[config.mk]
export PLATFORM = sky130hd
export DESIGN_NAME = serial_chunk_adder_flat
export DESIGN_NICKNAME = d
export VERILOG_FILES = /design/src/rtl/serial_chunk_adder_pkg.sv /design/src/rtl/serial_chunk_adder_if.sv /design/src/rtl/serial_chunk_adder_chunk_adder.sv /design/src/rtl/serial_chunk_adder.sv /design/src/flat_wrapper.sv
export SDC_FILE = /design/constraint.sdc
export NUM_CORES = 1
export LEC_CHECK = 0
export CELL_PAD_IN_SITES_DETAIL_PLACEMENT = 0
export CELL_PAD_IN_SITES_GLOBAL_PLACEMENT = 1
export CORE_MARGIN = 2
export CORE_UTILIZATION = 44
export DETAILED_ROUTE_END_ITERATION = 8
export GPL_ROUTABILITY_DRIVEN = 0
export PLACE_DENSITY = 0.8
export SLEW_MARGIN = 15
export SYNTH_ARGS = -nofsm -noshare
export SYNTH_HDL_FRONTEND = slang
export SYNTH_SLANG_ARGS = --single-unit
[constraint.sdc]
create_clock -name clk -period 6.5 [get_ports clk]
set_input_delay 1.3 -clock clk [delete_from_list [all_inputs] [get_ports clk]]
set_output_delay 1.3 -clock clk [all_outputs]
set_load 0.03 [all_outputs]
[src/rtl/serial_chunk_adder_pkg.sv]
// ---------------------------------------------------------------------------
// serial_chunk_adder_pkg
// Shared declarations for the serial chunk adder:
//   state_t    - controller states (IDLE / BUSY / DONE)
//   cnt_width  - width of the chunk counter for N chunks (never below 1 bit)
// ---------------------------------------------------------------------------
package serial_chunk_adder_pkg;

  typedef enum logic [1:0] {
    IDLE = 2'd0,
    BUSY = 2'd1,
    DONE = 2'd2
  } state_t;

  // A single-chunk configuration still needs a 1-bit counter.
  function automatic int cnt_width(input int n);
    return (n > 1) ? $clog2(n) : 1;
  endfunction

endpackage

[src/rtl/serial_chunk_adder_if.sv]
// ---------------------------------------------------------------------------
// serial_chunk_adder_if
// Operand / result handshake bundle for serial_chunk_adder.
//   in_valid, in_ready   - operand handshake (producer -> adder)
//   a, b, carry_in       - operands and initial carry
//   sub                  - subtract select (only with SERIAL_CHUNK_ADDER_SUB_EN)
//   out_valid, out_ready - result handshake (adder -> consumer)
//   sum, carry_out       - registered result
// Modports: master = the side that drives operands and consumes results,
//           slave  = the adder itself.
// WIDTH must match the WIDTH of the attached adder.
// ---------------------------------------------------------------------------
interface serial_chunk_adder_if #(
  parameter int WIDTH = 32
);
  logic             in_valid;
  logic             in_ready;
  logic [WIDTH-1:0] a;
  logic [WIDTH-1:0] b;
  logic             carry_in;
`ifdef SERIAL_CHUNK_ADDER_SUB_EN
  logic             sub;
`endif
  logic             out_valid;
  logic             out_ready;
  logic [WIDTH-1:0] sum;
  logic             carry_out;

  modport master (
`ifdef SERIAL_CHUNK_ADDER_SUB_EN
    output sub,
`endif
    output in_valid, a, b, carry_in, out_ready,
    input  in_ready, out_valid, sum, carry_out
  );

  modport slave (
`ifdef SERIAL_CHUNK_ADDER_SUB_EN
    input  sub,
`endif
    input  in_valid, a, b, carry_in, out_ready,
    output in_ready, out_valid, sum, carry_out
  );
endinterface

[src/rtl/serial_chunk_adder_chunk_adder.sv]
// ---------------------------------------------------------------------------
// chunk_adder
// Purely combinational CHUNK-bit ripple-carry adder.
//   x, y  - CHUNK-bit addends
//   cin   - carry into bit 0
//   s     - CHUNK-bit sum
//   cout  - carry out of the top bit
// ---------------------------------------------------------------------------
module chunk_adder
  import serial_chunk_adder_pkg::*;
#(
  parameter int CHUNK = 4
) (
  input  logic [CHUNK-1:0] x,
  input  logic [CHUNK-1:0] y,
  input  logic             cin,
  output logic [CHUNK-1:0] s,
  output logic             cout
);
  logic [CHUNK:0] w_c;

  assign w_c[0] = cin;

  for (genvar gi = 0; gi < CHUNK; gi++) begin : g_bit
    assign s[gi]     = x[gi] ^ y[gi] ^ w_c[gi];
    assign w_c[gi+1] = (x[gi] & y[gi]) | (x[gi] & w_c[gi]) | (y[gi] & w_c[gi]);
  end

  assign cout = w_c[CHUNK];
endmodule

[src/rtl/serial_chunk_adder.sv]
// ---------------------------------------------------------------------------
// serial_chunk_adder
// Adds two WIDTH-bit operands CHUNK bits per clock, LSB chunk first, using a
// single chunk_adder reused every BUSY cycle. Result appears N = WIDTH/CHUNK
// edges after the operands are accepted and is held until consumed.
//   clk  - clock, all state on the rising edge
//   rst  - asynchronous active-high reset (discards any operation in flight)
//   bus  - serial_chunk_adder_if slave modport (operand/result handshakes)
// Optional feature: define SERIAL_CHUNK_ADDER_SUB_EN to add the bus.sub input;
// sub = 1 computes a - b as a + ~b + 1 (carry_out is NOT borrow, carry_in is
// ignored). Without the macro the block is add-only.
// ---------------------------------------------------------------------------
module serial_chunk_adder
  import serial_chunk_adder_pkg::*;
#(
  parameter int WIDTH = 32,
  parameter int CHUNK = 4
) (
  input  logic                 clk,
  input  logic                 rst,
  serial_chunk_adder_if.slave  bus
);
  localparam int N  = WIDTH / CHUNK;
  localparam int CW = cnt_width(N);
  localparam logic [CW-1:0] LAST = CW'(N - 1);

  if (CHUNK < 1 || (WIDTH % CHUNK) != 0) begin : g_bad_cfg
    $error("serial_chunk_adder: WIDTH (%0d) must be a multiple of CHUNK (%0d)", WIDTH, CHUNK);
  end

  state_t           r_state;
  state_t           w_state_next;
  logic             w_in_ready;
  logic             w_out_valid;
  logic             w_accept;
  logic             w_last;

  logic [WIDTH-1:0] r_a;
  logic [WIDTH-1:0] r_b;
  logic             r_carry;
  logic [CW-1:0]    r_cnt;
  logic [WIDTH-1:0] r_sum;
  logic             r_carry_out;
  int               w_base;
  logic [CHUNK-1:0] w_x;
  logic [CHUNK-1:0] w_y;
  logic [CHUNK-1:0] w_s;
  logic             w_cout;
`ifdef SERIAL_CHUNK_ADDER_SUB_EN
  logic             r_sub;
`endif

  assign w_accept = (r_state == IDLE) && bus.in_valid;
  assign w_last   = (r_cnt == LAST);

  // ---------------- controller ----------------
  always_ff @(posedge clk or posedge rst) begin
    if (rst) r_state <= IDLE;
    else     r_state <= w_state_next;
  end

  always_comb begin
    w_state_next = r_state;
    w_in_ready   = 1'b0;
    w_out_valid  = 1'b0;
    case (r_state)
      IDLE: begin
        w_in_ready = 1'b1;
        if (bus.in_valid) w_state_next = BUSY;
      end
      BUSY: begin
        if (w_last) w_state_next = DONE;
      end
      DONE: begin
        w_out_valid = 1'b1;
        if (bus.out_ready) w_state_next = IDLE;
      end
      default: w_state_next = IDLE;
    endcase
  end

  assign bus.in_ready  = w_in_ready;
  assign bus.out_valid = w_out_valid;
  assign bus.sum       = r_sum;
  assign bus.carry_out = r_carry_out;

  // ---------------- datapath ----------------
  assign w_base = int'(r_cnt) * CHUNK;
  assign w_x    = r_a[w_base +: CHUNK];
`ifdef SERIAL_CHUNK_ADDER_SUB_EN
  // Subtraction adds the inverted subtrahend; the +1 enters as the initial carry.
  assign w_y    = r_sub ? ~r_b[w_base +: CHUNK] : r_b[w_base +: CHUNK];
`else
  assign w_y    = r_b[w_base +: CHUNK];
`endif

  chunk_adder #(.CHUNK(CHUNK)) u_chunk_adder (
    .x    (w_x),
    .y    (w_y),
    .cin  (r_carry),
    .s    (w_s),
    .cout (w_cout)
  );

  always_ff @(posedge clk or posedge rst) begin
    if (rst) begin
      r_a         <= '0;
      r_b         <= '0;
      r_carry     <= 1'b0;
      r_cnt       <= '0;
      r_sum       <= '0;
      r_carry_out <= 1'b0;
`ifdef SERIAL_CHUNK_ADDER_SUB_EN
      r_sub       <= 1'b0;
`endif
    end else if (w_accept) begin
      r_a   <= bus.a;
      r_b   <= bus.b;
      r_cnt <= '0;
`ifdef SERIAL_CHUNK_ADDER_SUB_EN
      r_sub   <= bus.sub;
      r_carry <= bus.sub ? 1'b1 : bus.carry_in;
`else
      r_carry <= bus.carry_in;
`endif
    end else if (r_state == BUSY) begin
      r_sum[w_base +: CHUNK] <= w_s;
      r_carry                <= w_cout;
      if (w_last) begin
        r_cnt       <= '0;
        r_carry_out <= w_cout;
      end else begin
        r_cnt <= r_cnt + 1'b1;
      end
    end
  end
endmodule

[src/flat_wrapper.sv]
// flat-port wrapper written by rule: the top's interface ports become plain ports
module serial_chunk_adder_flat import serial_chunk_adder_pkg::*;
#(
  parameter int WIDTH = 32,
  parameter int CHUNK = 4
)
  (clk, rst, bus_in_valid, bus_a, bus_b, bus_carry_in, bus_out_ready, bus_in_ready, bus_out_valid, bus_sum, bus_carry_out);
  serial_chunk_adder_if #(.WIDTH(WIDTH)) bus_i ();
  input  logic clk;
  input  logic rst;
  input wire logic [$bits(bus_i.in_valid)-1:0] bus_in_valid;
  input wire logic [$bits(bus_i.a)-1:0] bus_a;
  input wire logic [$bits(bus_i.b)-1:0] bus_b;
  input wire logic [$bits(bus_i.carry_in)-1:0] bus_carry_in;
  input wire logic [$bits(bus_i.out_ready)-1:0] bus_out_ready;
  output wire logic [$bits(bus_i.in_ready)-1:0] bus_in_ready;
  output wire logic [$bits(bus_i.out_valid)-1:0] bus_out_valid;
  output wire logic [$bits(bus_i.sum)-1:0] bus_sum;
  output wire logic [$bits(bus_i.carry_out)-1:0] bus_carry_out;
  assign bus_i.in_valid = bus_in_valid;
  assign bus_i.a = bus_a;
  assign bus_i.b = bus_b;
  assign bus_i.carry_in = bus_carry_in;
  assign bus_i.out_ready = bus_out_ready;
  assign bus_in_ready = bus_i.in_ready;
  assign bus_out_valid = bus_i.out_valid;
  assign bus_sum = bus_i.sum;
  assign bus_carry_out = bus_i.carry_out;
  serial_chunk_adder #(.WIDTH(WIDTH), .CHUNK(CHUNK)) u_core (.clk(clk), .rst(rst), .bus(bus_i));
endmodule
==> Flow_metrics.wiki <==
{| class="wikitable"
! Metric !! Value
|-
| Unrepaired setup endpoints after global routing || false
|-
| Most Frequent Cell on Critical Path || sky130_fd_sc_hd__fa_1
|-
| Data arrival time of the critical path || a little over 4 ns
|-
| Dpl hpwl || around 7.4 mm
|-
| Final-layout fill cell count || between 900 and 1000
|-
| Total number of H-tree levels || 3
|-
| Grt total ovfl || 0
|-
| Syn_nets || 410
|-
| Async set-or-reset flop fraction in the synthesized netlist || 1.00
|-
| Result of the run || complete, no violations
|-
| First-pass GRT wire length || ~16 mm
|-
| Slack of the worst reg-to-reg path || about 2.6 ns
|-
| Clock skew after layout || ~0.017 ns
|-
| Multi-input gate area in the final layout || between 2000 and 2500 sq um
|-
| Remaining design rule violation count || 0
|-
| Relative slew slack || 0.505
|-
| Effective utilization at floorplan || 0.446
|-
| Clock net sink count || just over 100
|-
| Cell Count, Final, Fillers Out || a little under 600
|-
| Number of buffer cells added on primary ports || between 100 and 150
|-
| Crit-path cells || buf_4 > mux4_2 > nand2_1 > nand2_1 > fa_1 > inv_1 > fa_1 > fa_1 > inv_1 > fa_1 > and3_1 > mux2_2
|-
| Reg-to-Reg Start || u_core.r_cnt[0]
|-
| Final worst path period share || 0.598
|-
| Total core area || between 10000 and 15000 sq um
|-
| Mean number of vias per cell || 5.25
|-
| Area used by sequential logic in the layout || around 2600 sq um
|-
| Number of cells after detailed placement || ~560
|-
| Sequential element share of the synthesized area || 0.540
|-
| Leakage power summed over all cells || approximately 0.0026 uW
|-
| Power density over the cells || ~540 nW/um^2
|-
| Cell at the root of the clock tree || sky130_fd_sc_hd__clkbuf_8
|-
| Tot GR Track Use || 0.182
|-
| Horizontal die dimension || between 100 and 150 um
|-
| Largest delay contributor family on the critical path || adder cells
|-
| Total buffers and inverters traversed by the critical path || 3
|-
| Power consumption || between 3000 and 4000 uW
|-
| Routed Antenna Nets || 0
|-
| Largest net degree at the start of global routing || 57
|-
| Dominant cells by area after synthesis || sky130_fd_sc_hd__dfrtp_1 54%, sky130_fd_sc_hd__mux2_2 21%, sky130_fd_sc_hd__mux4_2 7.6%
|-
| Maximum count of clock buffers along a single path || 2
|-
| Final number of max-transition violations || 0
|-
| Gates resized, CTS repair || 0
|-
| Number of synthesis warnings || 0
|-
| Ratio of cells with drive above 1 in the final layout || 0.311
|-
| Critical Path Fanout Max || 20
|-
| Post-CTS Repair Setup Buffers || 0
|-
| Count leader, synth || sky130_fd_sc_hd__dfrtp_1
|-
| Final sum of negative setup slack || 0 ns
|-
| CTS tree || yes
|-
| Average cell area after synthesis || about 14 sq um
|-
| Max-cap violation count || 0
|-
| Worst path required time || approximately 6.8 ns
|-
| Distinct cells, synth || 38
|-
| Launch point of the worst hold path || u_core.bus.sum[28]
|-
| Diode count || 0
|-
| Vert. Die Dim || roughly 110 um
|-
| Final wirelength || roughly 10 mm
|-
| Cell area after layout || 6180 sq um
|-
| Standard cell area after detailed placement || 5930 sq um
|-
| Post-synthesis register bit count || between 100 and 150
|-
| Antenna violations before repair || 0
|-
| CP max-delay cell || sky130_fd_sc_hd__dfrtp_1
|-
| Area of the die || 11700 sq um
|-
| Cts bufs inserted || 9
|-
| Number of placed I/O pins || around 100
|-
| Synthesized netlist cell count || 330
|-
| Most instantiated cells after synthesis || 103 x sky130_fd_sc_hd__dfrtp_1, 90 x sky130_fd_sc_hd__mux2_2, 19 x sky130_fd_sc_hd__nand2_1
|-
| Category of the worst setup path launch point || register
|-
| Standard-cell row count || 38
|-
| Hold path depth || 1
|-
| Source-to-sink clock delay at the later pin of the worst-skew pair || ~0.37 ns
|-
| Path depth of the worst reg2reg path || 12
|-
| Cts hold-fix bufs || 0
|-
| WL per Instance || between 15 and 20 um
|-
| Vias in the first global route || ~3200
|-
| Cell Area, Synth || roughly 4800 sq um
|-
| Endpoint of the worst-slack reg-to-reg timing path || u_core.bus.sum[7]
|-
| Area growth, synth to finish || 29.5%
|-
| Slew at the pin with the worst max-slew slack || ~0.74 ns
|-
| Library cell occupying the most area in the post-synthesis netlist || sky130_fd_sc_hd__dfrtp_1
|-
| Count of nets after finishing || 512
|-
| Slowest stage delay, CP || between 0.8 and 0.9 ns
|-
| Final period demand of the worst path || 3.88 ns
|-
| Final setup viols || 0
|-
| Hold endpoint || u_core.bus.sum[28]
|-
| Leading register cell type out of synthesis || sky130_fd_sc_hd__dfrtp_1
|-
| Critical path capture point type || register
|-
| Peak supply drop || roughly 0.3 mV
|-
| Clock Pin Slew Worst Setup and Hold Paths || about 0.1 ns
|-
| Number of enable-type register cells in the synthesized netlist || 0
|-
| Total number of vias || approximately 3000
|-
| Classification of the worst-slack hold path || register to register
|-
| Length of the first detailed-routing pass in iterations || 4
|-
| Area share of the leading cell type in the synthesized netlist || 0.540
|-
| Starting DRC count in detailed routing || around 120
|-
| Maximum operating frequency || 257 MHz
|-
| Crit Path Category || register to register
|-
| Total count of hold-check failures in the final report || 0
|}
[placed cells by master, fill, tap and decap left out, types with 3 or more instances in the layout]
master	n
sky130_fd_sc_hd__buf_4	4
sky130_fd_sc_hd__bufinv_16	3
sky130_fd_sc_hd__clkbuf_8	9
sky130_fd_sc_hd__clkdlybuf4s50_1	103
sky130_fd_sc_hd__dfrtp_1	103
sky130_fd_sc_hd__fa_1	4
sky130_fd_sc_hd__ha_1	7
sky130_fd_sc_hd__inv_1	9
sky130_fd_sc_hd__inv_6	3
sky130_fd_sc_hd__mux2_2	90
sky130_fd_sc_hd__mux2i_1	8
sky130_fd_sc_hd__mux4_2	16
sky130_fd_sc_hd__nand2_1	19
sky130_fd_sc_hd__nand2b_1	3
sky130_fd_sc_hd__nor2_1	11
sky130_fd_sc_hd__nor3_1	4
sky130_fd_sc_hd__o21ai_0	5
[metal layers]
metal / share of wire / GRT usage / wire (um)
met5: 0 / 0 / 0
met4: 0.013 / 0.0577 / 134
met3: 0.046 / 0.0344 / 461
met2: 0.46 / 0.283 / 4550
met1: 0.48 / 0.262 / 4780
[layout make-up]
cell class,instances,area share
clock buffer,9,0.0200
clock inverter,7,0.0202
inverter,11,0.00709
multi-input combinational,200,0.336
sequential,103,0.417
tap,140,0.0283
timing repair buffer,107,0.172
[flip-flops by register name (all words and copies together), names as in the netlist]
name and cells:
u_core.bus.carry_out 1, u_core.bus.sum 32, u_core.r_a 32, u_core.r_b 32, u_core.r_carry 1, u_core.r_cnt 3
u_core.r_state 2
[cell families after synthesis]
| family | count (synthesis) | share of synthesized area |
|---|---|---|
| fa+ha+maj | 11 | 0.0351 |
| flops | 103 | 0.540 |
| compound gates | 13 | 0.0189 |
| buf+inv | 27 | 0.0254 |
| mux | 114 | 0.305 |
| simple gates | 62 | 0.0758 |
[worst max-delay path by stage]
stage / start / to / slack, ns / cells past startpoint
after floorplan: rst / u_core.bus.carry_out / 2.50 / 1
after global placement: u_core.r_cnt[0] / u_core.bus.sum[7] / 2.62 / 12
after detailed placement: u_core.r_cnt[0] / u_core.bus.sum[7] / 2.56 / 12
after CTS: u_core.r_cnt[0] / u_core.bus.sum[7] / 2.55 / 12
after global routing: u_core.r_cnt[0] / u_core.bus.sum[7] / 2.36 / 12
final: u_core.r_cnt[0] / u_core.bus.sum[7] / 2.62 / 12
[where the power goes]
group / leakage, uW / switching (uW) / internal [uW]
Sequential: 0.00128 / 195 / 935
Clock: 0.000125 / 230 / 261
Combinational: 0.00123 / 858 / 849
[stage by stage]
step / worst slack (ns) / hold slack [ns] / util
6_report: 2.62 / 0.503 / 0.578
3_3_place_gp: 2.62 / 0.477 / 0.555
2_1_floorplan: 2.50 / 0.475 / -
4_1_cts: 2.55 / 0.508 / 0.578
5_1_grt: 2.36 / 0.527 / 0.578
3_5_place_dp: 2.56 / 0.484 / 0.555
(Power assumes the default switching activity.)
